===== src/rtl/read_buffer.sv =====
// read_buffer: holds one 512-bit line from ReadMaster and streams it to the
// MAC pipeline as 1, 4, 8 or 16 low-aligned beats, chosen by ConvSize_i.
// The beat width is captured when the line is accepted. A new line can be
// taken on the same edge that the final beat leaves, so lines follow each
// other with no bubble.
module read_buffer (
  input  logic         clk,
  input  logic         rstn,
  input  logic [511:0] ReadData_i,
  input  logic         ReadValid_i,
  input  logic         ReadFirst_i,
  input  logic         ReadLast_i,
  output logic         ReadReady_o,
  input  logic [2:0]   ConvSize_i,
  output logic [511:0] Data_o,
  output logic         Valid_o,
  input  logic         Halt_i,
  output logic         First_o,
  output logic         Last_o
);

  typedef enum logic {
    EMPTY = 1'b0,
    DRAIN = 1'b1
  } state_t;

  // Beat modes: 0 = 1 x 512, 1 = 4 x 128, 2 = 8 x 64, 3 = 16 x 32
  function automatic logic [1:0] size_mode(input logic [2:0] size);
    logic [1:0] mode;
    case (size)
      3'd0, 3'd1: mode = 2'd0;
      3'd2, 3'd3: mode = 2'd1;
      3'd4:       mode = 2'd2;
      default:    mode = 2'd3;
    endcase
    return mode;
  endfunction

  // Index of the final beat for a given mode
  function automatic logic [3:0] final_idx(input logic [1:0] mode);
    logic [3:0] idx;
    case (mode)
      2'd0:    idx = 4'd0;
      2'd1:    idx = 4'd3;
      2'd2:    idx = 4'd7;
      default: idx = 4'd15;
    endcase
    return idx;
  endfunction

  state_t         state_r, state_s;
  logic [511:0]   line_r;
  logic           first_r, last_r;
  logic [3:0]     cnt_r, cnt_s;
  logic [1:0]     mode_r;
  logic           valid_s, advance_s, final_s, ready_s, accept_s;
  logic [511:0]   data_s;

  // Handshake and beat-advance qualifiers
  always_comb begin
    valid_s   = (state_r == DRAIN);
    final_s   = (cnt_r == final_idx(mode_r));
    advance_s = valid_s & ~Halt_i;
    ready_s   = ~valid_s | (final_s & advance_s);
    accept_s  = ReadValid_i & ready_s;
  end

  // Next state and next beat counter
  always_comb begin
    state_s = state_r;
    cnt_s   = cnt_r;
    if (accept_s) begin
      state_s = DRAIN;
      cnt_s   = 4'd0;
    end else if (advance_s && final_s) begin
      state_s = EMPTY;
      cnt_s   = 4'd0;
    end else if (advance_s) begin
      cnt_s   = cnt_r + 4'd1;
    end else begin
      state_s = state_r;
      cnt_s   = cnt_r;
    end
  end

  // State, counter and captured line registers
  always_ff @(posedge clk or negedge rstn) begin
    if (!rstn) begin
      state_r <= EMPTY;
      cnt_r   <= 4'd0;
      line_r  <= 512'd0;
      first_r <= 1'b0;
      last_r  <= 1'b0;
      mode_r  <= 2'd0;
    end else begin
      state_r <= state_s;
      cnt_r   <= cnt_s;
      if (accept_s) begin
        line_r  <= ReadData_i;
        first_r <= ReadFirst_i;
        last_r  <= ReadLast_i;
        mode_r  <= size_mode(ConvSize_i);
      end else begin
        line_r  <= line_r;
        first_r <= first_r;
        last_r  <= last_r;
        mode_r  <= mode_r;
      end
    end
  end

  // Select the current beat slice, zero-extended, and blank it when idle
  always_comb begin
    data_s = 512'd0;
    case (mode_r)
      2'd0:    data_s = line_r;
      2'd1:    data_s = {384'd0, line_r[{cnt_r[1:0], 7'd0} +: 128]};
      2'd2:    data_s = {448'd0, line_r[{cnt_r[2:0], 6'd0} +: 64]};
      default: data_s = {480'd0, line_r[{cnt_r, 5'd0} +: 32]};
    endcase
    if (!valid_s) begin
      data_s = 512'd0;
    end else begin
      data_s = data_s;
    end
  end

  assign ReadReady_o = ready_s;
  assign Valid_o     = valid_s;
  assign Data_o      = data_s;
  assign First_o     = valid_s & first_r & (cnt_r == 4'd0);
  assign Last_o      = valid_s & last_r & final_s;

endmodule


===== config.mk =====
export PLATFORM = sky130hd
export DESIGN_NAME = read_buffer
export DESIGN_NICKNAME = d
export VERILOG_FILES = /design/src/rtl/read_buffer.sv
export SDC_FILE = /design/constraint.sdc
export NUM_CORES = 2
export LEC_CHECK = 0
export CORE_AREA = 4 4 404 406
export CTS_BUF_LIST = sky130_fd_sc_hd__clkbuf_8
export CTS_CLUSTER_DIAMETER = 120
export CTS_CLUSTER_SIZE = 8
export DETAILED_ROUTE_END_ITERATION = 16
export DIE_AREA = 0 0 408 410
export GPL_TIMING_DRIVEN = 0
export PLACE_DENSITY = 0.56
export SYNTH_ARGS = -nofsm -noshare
export SYNTH_HDL_FRONTEND = slang
export SYNTH_SLANG_ARGS = --single-unit

===== constraint.sdc =====
create_clock -name clk -period 7.63 [get_ports clk]
set_input_delay 2.289 -clock clk [delete_from_list [all_inputs] [get_ports clk]]
set_output_delay 2.289 -clock clk [all_outputs]
set_load 0.02 [all_outputs]

==> metrics.md <==
| Metric | Value |
|---|---|
| Setup TNS | -1080 ps |
| Final wirelength | 338000 um |
| Post-route cell area | 0.0532 mm^2 |
| Initial DRC count | 6263 |
| Syn Nets | 4601 |
| Port Buf Inserts | 1034 |
| Worst path most repeated cell | buf_2 |
| Slew Limit Headroom | -7.44% |
| Clock Tree Buf Depth | 3 |
| Placed Area | 0.0518 mm^2 |
| Vias in the first global route | 42100 |
| Sequential fraction of the synthesis area | 33.7% |
| TritonCTS Buffers | 76 |
| Dpl hpwl | 276000 um |
| Main synth FF type | dfrtp_1 |
| Slowest stage cell on the critical path | clkbuf_1 |
| Layout cells sized above 1 | 16.8% |
| Final Hold Vio Count | 0 |
| Initial antenna violation count | 83 |
| Peak supply drop | 0.243 mV |
| Synth cell types | 51 |
| H-tree Lvls | 3 |
| Die area | 0.167 mm^2 |
| Hold crit path type | reg -> reg |
| P per Cell Area | 555 mW/mm^2 |
| Fin. max-slew vios | 11 |
| Clock Sinks | 521 |
| Worst Path Required | 5340 ps |
| Antenna Violating Nets Remaining | 0 |
| Via count | 44600 |
| Max_cap viols | 1 |
| Effective utilization at floorplan | 24.2% |
| Crit path capture type | output port |
| Row count | 147 |
| Non-Filler Instances | 7346 |
| Failing checks | capacitance limit, slew limit, setup timing |
| Area delta synth->final | 37.7% |
| First-pass GRT wire length | 430000 um |
| Die Width | 408 um |
| Die Y | 410 um |
| Largest net degree at the start of global routing | 113 |
| Final setup margin | -129 ps |
| Io pins | 1037 |
| RSZ-0062 raised after global routing | false |
| Avg Cell Area, Syn | 9.48 um^2 |
| CTS Hold Bufs | 0 |
| Crit-path max FO | 10 |
| Slew @ Worst Pin | 1610 ps |
| Status | complete, but fails checks |
| Vias per inst | 6.06 |
| Reg clk slew, reported paths | 90 ps |
| Clock Skew | 65.7 ps |
| CP Launch Type | flop |
| Post-CTS Setup Bufs | 0 |
| WS Path Type | reg -> out |
| Avg WL per Cell | 46.1 um |
| CTS root buffer | clkbuf_8 |
| Warnings from Yosys | 0 |
| Synthesized flop and latch total | 521 |
| Total Power | 29.6 mW |
| Max Fclk | 129 MHz |
| Post-synth EDFFs | 0 |
| Synth async-reset ratio | 100% |
| Placed Instances | 7205 |
| Slowest stage delay, CP | 840 ps |
| CTS tree | yes |
| Routability cong. | 1.07 |
| WP data arrival | 5470 ps |
| Core Footprint | 0.160 mm^2 |
| Fin crit share | 102% |
| LEAKAGE | 21.0 nW |
| # DRC | 0 |
| Synth Cell Area | 0.0386 mm^2 |
| Clk_lat worst skew | 890 ps |
| CP cell instances | buf_2 > buf_2 > inv_2 > clkbuf_1 > clkbuf_2 > ha_1 > nand3_1 > nor2_1 > clkdlybuf4s50_1 |
| Final #Nets | 5720 |
| Final min period | 7760 ps |
| Mapped Cells | 4078 |
| Total congestion overflow | 0 |
| Drt pass-1 iters | 5 |
| Final setup violating endpoints | 22 |
| GR Util All Layers | 38.8% |
## cells by family (layout without fill, tap and decap cells)
group / Yosys count / after routing / share of synthesized area, %
flops: 521 / 521 / 33.7
mux: 498 / 498 / 23.2
other cells: 0 / 52 / 0
fa+ha+maj: 2 / 2 / 0.0647
simple gates: 1669 / 1669 / 19.0
xor+xnor: 1 / 1 / 0.0227
compound gates: 896 / 896 / 18.1
buf+inv: 491 / 1621 / 5.87
## layer usage
metal / up-vias / track usage [%] / routed length (um)
li1: 17100 / - / -
met1: 22700 / 45.3 / 123000
met2: 3724 / 58.0 / 144000
met3: 1002 / 14.8 / 39100
met4: 30 / 29.0 / 31600
met5: - / 0 / 157
## what timing repair did
item,4_1_cts,5_1_grt
setup endpoints to repair,441,10
hold endpoints to repair,0,0
gates resized for setup,26,10
## synth_stat cells (2+ instances only)
cell | instances | area (um^2)
a221o_1 | 18 | 180
inv_1 | 34 | 128
a221oi_1 | 16 | 140
buf_2 | 111 | 556
nand4_1 | 2 | 12.5
nand2b_1 | 7 | 43.8
a21oi_1 | 102 | 510
o21a_1 | 2 | 15.0
a211oi_1 | 17 | 128
mux2_2 | 61 | 687
o22ai_1 | 395 | 2470
dfrtp_1 | 521 | 13000
o21ai_0 | 45 | 225
buf_4 | 28 | 210
nor2_1 | 107 | 402
o22a_1 | 3 | 26.3
a22o_1 | 32 | 280
clkinv_1 | 2 | 7.51
mux4_2 | 313 | 7050
and2_1 | 384 | 2400
buf_1 | 29 | 109
o2111ai_1 | 2 | 17.5
o22ai_2 | 200 | 2500
o211ai_1 | 3 | 22.5
mux2i_1 | 124 | 1240
o221ai_1 | 9 | 78.8
buf_6 | 24 | 270
nand2_1 | 1121 | 4210
nand3_1 | 17 | 85.1
o2111a_1 | 10 | 113
nor3_1 | 20 | 100
nor3b_1 | 3 | 22.5
nor2b_1 | 3 | 18.8
a31oi_1 | 33 | 206
clkbuf_1 | 262 | 983
ha_1 | 2 | 25.0
a22oi_1 | 2 | 15.0
## cell usage in the layout (no fill, tap or decap), types with 15 or more instances in the layout
cell	n
mux4_2	313
o21ai_0	45
inv_1	37
dfrtp_1	521
nand2_1	1121
a21oi_1	102
mux2i_1	122
clkbuf_1	247
diode_2	52
mux2_2	61
a221o_1	18
a221oi_1	15
o22ai_1	390
buf_2	111
clkdlybuf4s50_1	1033
nand3_1	17
and2_1	384
clkbuf_8	77
a31oi_1	33
buf_4	29
a22o_1	32
nor2_1	104
o22ai_2	205
buf_1	26
buf_6	25
nor3_1	18
## through the flow
| stage | setup WS [ps] | hold WS, ps | util [%] |
|---|---|---|---|
| after detailed placement | -512 | 541 | 32.4 |
| after CTS | 3.15 | 551 | 33.2 |
| after global placement | -20870 | 546 | 32.3 |
| after global routing | 3.27 | 571 | 33.2 |
| final | -129 | 564 | 33.3 |
| after floorplan | 2380 | 512 | - |
## area by class of cell
type	count	area, um^2
Clock inverter	12	113
Clock buffer	77	1060
Sequential cell	521	13000
Inverter	37	139
Multi-Input combinational cell	3066	23400
Fill cell	16700	107000
Tap cell	2086	2610
Timing Repair Buffer	1041	10500
Antenna cell	52	130
Buffer	454	2170
## critical path: cells and delay by family (launching register included)
family / cells / cell delay (ps)
buffers and inverters: 6 / 3120
and+or+nand+nor: 2 / 660
adders and majority gates: 1 / 330
DFF: 1 / 430
## final timing paths
check	startpoint	endpoint	slack [ps]	depth (start not counted)
max	cnt_r[0]$_DFFE_PN0P_	First_o	-130	9
min	last_r$_DFFE_PN0P_	last_r$_DFFE_PN0P_	560	2
max reg2reg	Valid_o$_DFFE_PN0P_	line_r[254]$_DFFE_PN0P_	2450	8
min reg2reg	last_r$_DFFE_PN0P_	last_r$_DFFE_PN0P_	560	2
max in group asynchronous	rstn	line_r[301]$_DFFE_PN0P_	3990	5
min in group asynchronous	rstn	line_r[193]$_DFFE_PN0P_	1340	1
## sequential cells by signal (all words and copies together), names as in the netlist
register	flops
Valid_o	1
cnt_r	4
first_r	1
last_r	1
line_r	512
mode_r	2
## power breakdown
group	internal (mW)	total, mW	leakage [nW]	switching, mW
registers	3.93	9.27	6.54	5.34
clock network	0.950	2.25	0.617	1.30
logic	7.50	18.0	13.8	10.5
total	12.4	29.6	21.0	17.2
(Power assumes the default switching activity.)
